## config.mk

```make
export PLATFORM = sky130hd
export DESIGN_NAME = factor_judge
export DESIGN_NICKNAME = d
export VERILOG_FILES = /design/src/rtl/factor_judge.sv
export SDC_FILE = /design/constraint.sdc
export NUM_CORES = 1
export LEC_CHECK = 0
export CORE_UTILIZATION = 40
export CTS_BUF_LIST = sky130_fd_sc_hd__clkbuf_4 sky130_fd_sc_hd__clkbuf_8 sky130_fd_sc_hd__clkbuf_16
export DETAILED_ROUTE_END_ITERATION = 8
export PLACE_DENSITY = 0.73
export SETUP_SLACK_MARGIN = 0.05
export SYNTH_ARGS = -nofsm -noshare
export SYNTH_HDL_FRONTEND = slang
export SYNTH_SLANG_ARGS = --single-unit
```

## constraint.sdc

```tcl
create_clock -name CLK -period 2.7 [get_ports CLK]
set_input_delay 0.54 -clock CLK [delete_from_list [all_inputs] [get_ports CLK]]
set_output_delay 0.54 -clock CLK [all_outputs]
set_load 0.03 [all_outputs]
```

## src/rtl/factor_judge.sv

```systemverilog
// Answer checker for the factorization game: latches three digits and a target,
// multiplies them with a shift-add datapath, and holds a wrong/correct verdict.
module factor_judge #(
    parameter int HOLD_CYCLES = 50000000,
    parameter int HOLD_W      = 26
) (
    input  logic       CLK,
    input  logic       RST,
    input  logic       VALID,
    input  logic [3:0] D1,
    input  logic [3:0] D2,
    input  logic [3:0] D3,
    input  logic [9:0] TARGET,
    output logic [1:0] RESULT,
    output logic [9:0] PRODUCT,
    output logic [3:0] SCORE,
    output logic       BUSY
);

    typedef enum logic [2:0] {IDLE, MUL1, MUL2, CMP, SHOW} state_t;

    localparam logic [HOLD_W-1:0] HOLD_LAST = HOLD_W'(HOLD_CYCLES - 1);

    state_t            state, state_nx;
    logic [1:0]        result_nx;
    logic              busy_nx;
    logic [3:0]        d1_r, d2_r, d3_r;
    logic [9:0]        target_r;
    logic [6:0]        part_r;
    logic [9:0]        acc_r;
    logic [1:0]        bit_idx;
    logic [HOLD_W-1:0] hold_cnt;
    logic              correct;

    function automatic logic digit_ok(input logic [3:0] d);
        return (d >= 4'd1) && (d <= 4'd9);
    endfunction

    function automatic logic [3:0] sat_inc(input logic [3:0] s);
        return (s >= 4'd9) ? 4'd9 : s + 4'd1;
    endfunction

    // A zero or out-of-range digit is wrong even if the product happens to match.
    assign correct = (acc_r == target_r) && digit_ok(d1_r) && digit_ok(d2_r) && digit_ok(d3_r);

    always_comb begin
        state_nx  = state;
        result_nx = RESULT;
        busy_nx   = BUSY;
        case (state)
            IDLE:    if (VALID) state_nx = MUL1;
            MUL1:    if (bit_idx == 2'd3) state_nx = MUL2;
            MUL2:    if (bit_idx == 2'd3) state_nx = CMP;
            CMP:     state_nx = SHOW;
            SHOW:    if (hold_cnt == HOLD_LAST) state_nx = IDLE;
            default: state_nx = IDLE;
        endcase
        case (state_nx)
            IDLE:    result_nx = 2'b00;
            SHOW:    if (state == CMP) result_nx = {correct, 1'b1};
            default: result_nx = 2'b10;
        endcase
        busy_nx = (state_nx != IDLE);
    end

    always_ff @(posedge CLK or negedge RST) begin
        if (!RST) begin
            state    <= IDLE;
            RESULT   <= 2'b00;
            BUSY     <= 1'b0;
            PRODUCT  <= '0;
            SCORE    <= '0;
            d1_r     <= '0;
            d2_r     <= '0;
            d3_r     <= '0;
            target_r <= '0;
            part_r   <= '0;
            acc_r    <= '0;
            bit_idx  <= '0;
            hold_cnt <= '0;
        end else begin
            state  <= state_nx;
            RESULT <= result_nx;
            BUSY   <= busy_nx;
            case (state)
                IDLE: begin
                    if (VALID) begin
                        d1_r     <= D1;
                        d2_r     <= D2;
                        d3_r     <= D3;
                        target_r <= TARGET;
                        part_r   <= '0;
                        acc_r    <= '0;
                        bit_idx  <= '0;
                    end
                end
                MUL1: begin
                    if (d2_r[bit_idx]) part_r <= part_r + (7'(d1_r) << bit_idx);
                    bit_idx <= bit_idx + 2'd1;
                end
                MUL2: begin
                    if (d3_r[bit_idx]) acc_r <= acc_r + (10'(part_r) << bit_idx);
                    bit_idx <= bit_idx + 2'd1;
                end
                CMP: begin
                    PRODUCT  <= acc_r;
                    hold_cnt <= '0;
                    if (correct) SCORE <= sat_inc(SCORE);
                end
                SHOW:    hold_cnt <= hold_cnt + 1'b1;
                default: ;
            endcase
        end
    end

endmodule

```

==> metrics.txt <==
# TYPE chip_impl_metric gauge
chip_impl_info{name="worst_path_most_repeated_cell",value="sky130_fd_sc_hd__o21ai_0"} 1
chip_impl_info{name="startpoint_of_the_most_critical_register_to_register_path",value="bit_idx[0]$_DFFE_PN0P_"} 1
chip_impl_metric{name="dpl.hpwl",unit="um"} 7280
chip_impl_info{name="leading_cell_type_in_the_layout_fill_and_taps_excluded",value="sky130_fd_sc_hd__nand2_1"} 1
chip_impl_metric{name="fin_tns_setup",unit="ns"} 0
chip_impl_info{name="crit_path_cell_trace",value="buf_4 > mux2i_1 > o21ai_0 > ha_1 > nor2b_1 > o21ai_0 > a21oi_1 > a211oi_1 > xor2_1 > o21ai_0"} 1
chip_impl_metric{name="postCtsSetupBuffers",unit=""} 0
chip_impl_metric{name="crit_arrival",unit="ns"} 2.69
chip_impl_metric{name="detail_route.iter0.violations",unit=""} 187
chip_impl_metric{name="crit_buf_inv",unit=""} 1
chip_impl_metric{name="rows",unit=""} 39
chip_impl_metric{name="drt.antenna.violating_nets",unit=""} 0
chip_impl_metric{name="postSynthRegisterBits",unit=""} 87
chip_impl_metric{name="grt_remaining_overflow",unit=""} 0
chip_impl_info{name="setup_repair_after_global_routing_missed_its_margin",value="no"} 1
chip_impl_metric{name="grt_pass1_wl",unit="um"} 17400
chip_impl_metric{name="max_slew_margin",unit=""} 0.615
chip_impl_metric{name="synthArstFlopShare",unit=""} 1.00
chip_impl_metric{name="finish.net_count",unit=""} 618
chip_impl_info{name="worstReg2RegEnd",value="acc_r[6]$_DFFE_PN0P_"} 1
chip_impl_metric{name="insertion_delay",unit="ns"} 0.35
chip_impl_metric{name="insertedDiodeCount",unit=""} 0
chip_impl_metric{name="via_count",unit=""} 3811
chip_impl_metric{name="timing_max_transition_violations_final",unit=""} 0
chip_impl_info{name="critPathLaunchType",value="register"} 1
chip_impl_metric{name="detailedPlace.worstSlack",unit="ns"} 0.171
chip_impl_metric{name="yosys_warnings",unit=""} 0
chip_impl_metric{name="weighted_congestion_at_the_end_of_routability_driven_global_placement",unit=""} 0.885
chip_impl_metric{name="power-per-cell-area",unit="mW/mm^2"} 973
chip_impl_metric{name="cellLeakagePower",unit="nW"} 2.68
chip_impl_metric{name="fillers",unit=""} 1087
chip_impl_metric{name="cts-htree-levels",unit=""} 3
chip_impl_info{name="cpLargestDelayFamily",value="compound AO/OA/AOI/OAI gates"} 1
chip_impl_metric{name="io_count",unit=""} 42
chip_impl_metric{name="via_count_of_the_first_global_routing_pass",unit=""} 3710
chip_impl_metric{name="starting_density",unit=""} 0.418
chip_impl_metric{name="core_region_area",unit="mm^2"} 0.0117
chip_impl_metric{name="drt_pre_antenna_iters",unit=""} 4
chip_impl_metric{name="syn-mean-instance-area",unit="um^2"} 9.16
chip_impl_metric{name="worstRegToRegCells",unit=""} 10
chip_impl_info{name="run_status",value="finished, final reports clean"} 1
chip_impl_metric{name="clockBufferDepth",unit=""} 2
chip_impl_metric{name="vdd.ir_drop.worst",unit="mV"} 0.516
chip_impl_metric{name="postSynthCellCount",unit=""} 532
chip_impl_metric{name="area_growth_syn_to_layout",unit="%"} 18.4
chip_impl_metric{name="drc_violations_left",unit=""} 0
chip_impl_metric{name="drive_gt1_frac",unit=""} 0.0920
chip_impl_metric{name="syn_nets",unit=""} 579
chip_impl_metric{name="detail_route.wl_per_cell",unit="um"} 14.0
chip_impl_metric{name="r2r_setup_slack",unit="ns"} 0.21
chip_impl_metric{name="report.final.hold_viol_count",unit=""} 0
chip_impl_metric{name="die_height",unit="um"} 112
chip_impl_metric{name="worst-endpoint-required",unit="ns"} 2.90
chip_impl_metric{name="cap_violations",unit=""} 0
chip_impl_info{name="tritoncts",value="yes"} 1
chip_impl_metric{name="layout_setup_ws",unit="ns"} 0.206
chip_impl_metric{name="numCtsBuffers",unit=""} 9
chip_impl_metric{name="fp.dieW",unit="um"} 112
chip_impl_info{name="cp_slowest_cell",value="sky130_fd_sc_hd__dfrtp_1"} 1
chip_impl_metric{name="timing.final.crit_period",unit="ns"} 2.49
chip_impl_metric{name="netlist_area",unit="mm^2"} 0.00487
chip_impl_metric{name="post_drt_via_cell_ratio",unit=""} 5.30
chip_impl_metric{name="grt_antenna_before_repair",unit=""} 0
chip_impl_info{name="worst_setup_path_end_kind",value="register"} 1
chip_impl_metric{name="slowest_delay",unit="ns"} 0.39
chip_impl_metric{name="finish_stage_setup_viols",unit=""} 0
chip_impl_metric{name="route.final.wire_length",unit="um"} 10100
chip_impl_info{name="clockRootBuffer",value="sky130_fd_sc_hd__clkbuf_16"} 1
chip_impl_metric{name="cts_sinks",unit=""} 87
chip_impl_metric{name="floorplan.die_area",unit="mm^2"} 0.0126
chip_impl_metric{name="worst_pin_slew",unit="ns"} 0.573
chip_impl_metric{name="maxClockFrequency",unit="MHz"} 401
chip_impl_info{name="ys_dominant_reg_cell",value="sky130_fd_sc_hd__dfrtp_1"} 1
chip_impl_metric{name="ys_seq_area_frac",unit=""} 0.447
chip_impl_metric{name="critical_path_fanouts_max",unit=""} 8
chip_impl_metric{name="clkSlewWorstSetupHoldPaths",unit="ns"} 0.06
chip_impl_metric{name="io_buffers",unit=""} 41
chip_impl_info{name="hold_path_class",value="in -> async"} 1
chip_impl_metric{name="count_of_distinct_cell_types_in_the_synthesized_netlist",unit=""} 59
chip_impl_metric{name="path_depth",unit=""} 10
chip_impl_metric{name="gr-usage-all-layers",unit=""} 0.173
chip_impl_info{name="crit_type",value="reg -> reg"} 1
chip_impl_metric{name="grt_start_max_net_pins",unit=""} 54
chip_impl_metric{name="post-route-period-util",unit=""} 0.924
chip_impl_metric{name="finalClockSkew",unit="ns"} 0.0119
chip_impl_metric{name="synth_enable_flop_cells",unit=""} 0
chip_impl_info{name="layout_common_cells",value="sky130_fd_sc_hd__nand2_1 (138), sky130_fd_sc_hd__dfrtp_1 (87), sky130_fd_sc_hd__o21ai_0 (48)"} 1
## layout make-up
type	count	area (um^2)	share of cell area
multi-input combinational	408	2560	0.444
clock inverter	6	71.3	0.0124
timing repair buffer	52	503	0.0871
inverter	13	48.8	0.00845
sequential	87	2180	0.377
clock buffer	10	233	0.0403
tap	143	179	0.0310
## power by group
part | leakage (nW) | internal, mW | switching [mW] | total, mW
logic | 1.37 | 1.01 | 1.34 | 2.35
registers | 1.16 | 1.65 | 0.362 | 2.01
clock network | 0.142 | 0.732 | 0.523 | 1.26
## state kept, by name, indices dropped and copies added (netlist names)
register	cells
d2_r	4
hold_cnt	26
d1_r	4
SCORE	4
d3_r	4
target_r	10
state	3
PRODUCT	10
part_r	7
bit_idx	2
acc_r	10
BUSY	1
RESULT	2
## worst max path at each step
stage	from	to	slack (ns)
after floorplan	bit_idx[0]$_DFFE_PN0P_	acc_r[9]$_DFFE_PN0P_	0.09
after global placement	bit_idx[0]$_DFFE_PN0P_	acc_r[9]$_DFFE_PN0P_	0.26
after detailed placement	bit_idx[0]$_DFFE_PN0P_	acc_r[9]$_DFFE_PN0P_	0.17
after CTS	bit_idx[0]$_DFFE_PN0P_	acc_r[9]$_DFFE_PN0P_	0.16
after global routing	bit_idx[0]$_DFFE_PN0P_	part_r[6]$_DFFE_PN0P_	0.06
final	bit_idx[0]$_DFFE_PN0P_	acc_r[6]$_DFFE_PN0P_	0.21
## cells in the mapped netlist, drive strengths merged (4+ instances only)
cell,instances,area share
a21oi,14,0.014
and3,6,0.0087
buf,11,0.012
clkbuf,13,0.010
dfrtp,87,0.45
ha,20,0.051
inv,13,0.010
mux2i,23,0.047
nand2,139,0.11
nand2b,8,0.010
nand3,38,0.047
nand4,9,0.012
nor2,19,0.015
nor2b,4,0.0051
nor3,5,0.0074
nor3b,4,0.0085
nor4,5,0.013
o21ai,49,0.050
xnor2,8,0.014
xor2,13,0.023
## layer usage
metal  global-route usage  up-vias  routed length, um
li1                     -     1917                  -
met1                0.220     1816               4710
met2                0.290       62               4810
met3               0.0378       16                356
met4               0.0640        0                203
met5                    0        -                  0
## through the flow
| stage | std cells | hold WS [ns] | utilization | power (mW) | area, um^2 |
|---|---|---|---|---|---|
| 6_report | 719 | 0.157 | 0.495 | 5.62 | 5770 |
| 3_3_place_gp | 703 | 0.456 | 0.468 | 4.27 | 5450 |
| 3_5_place_dp | 703 | 0.466 | 0.468 | 4.36 | 5450 |
| 5_1_grt | 719 | 0.186 | 0.495 | 6.03 | 5770 |
| 2_1_floorplan | 532 | 0.244 | - | 3.67 | 4880 |
| 4_1_cts | 719 | 0.171 | 0.494 | 5.64 | 5760 |
## logic make-up (layout without fill, tap and decap cells)
family / after synthesis / after routing / synth area share
AO/OA/AOI/OAI: 85 / 85 / 0.102
AND/OR/NAND/NOR: 252 / 252 / 0.258
adder cells (fa/ha/maj): 22 / 22 / 0.0595
multiplexers: 28 / 28 / 0.0634
flip-flops: 87 / 87 / 0.447
XOR/XNOR: 21 / 21 / 0.0377
buffers and inverters: 37 / 81 / 0.0326
## timing repair
action	in CTS	in global routing
resized for setup	0	4
endpoints found under the setup margin	0	3
hold buffers	0	0
(Power assumes the default switching activity.)
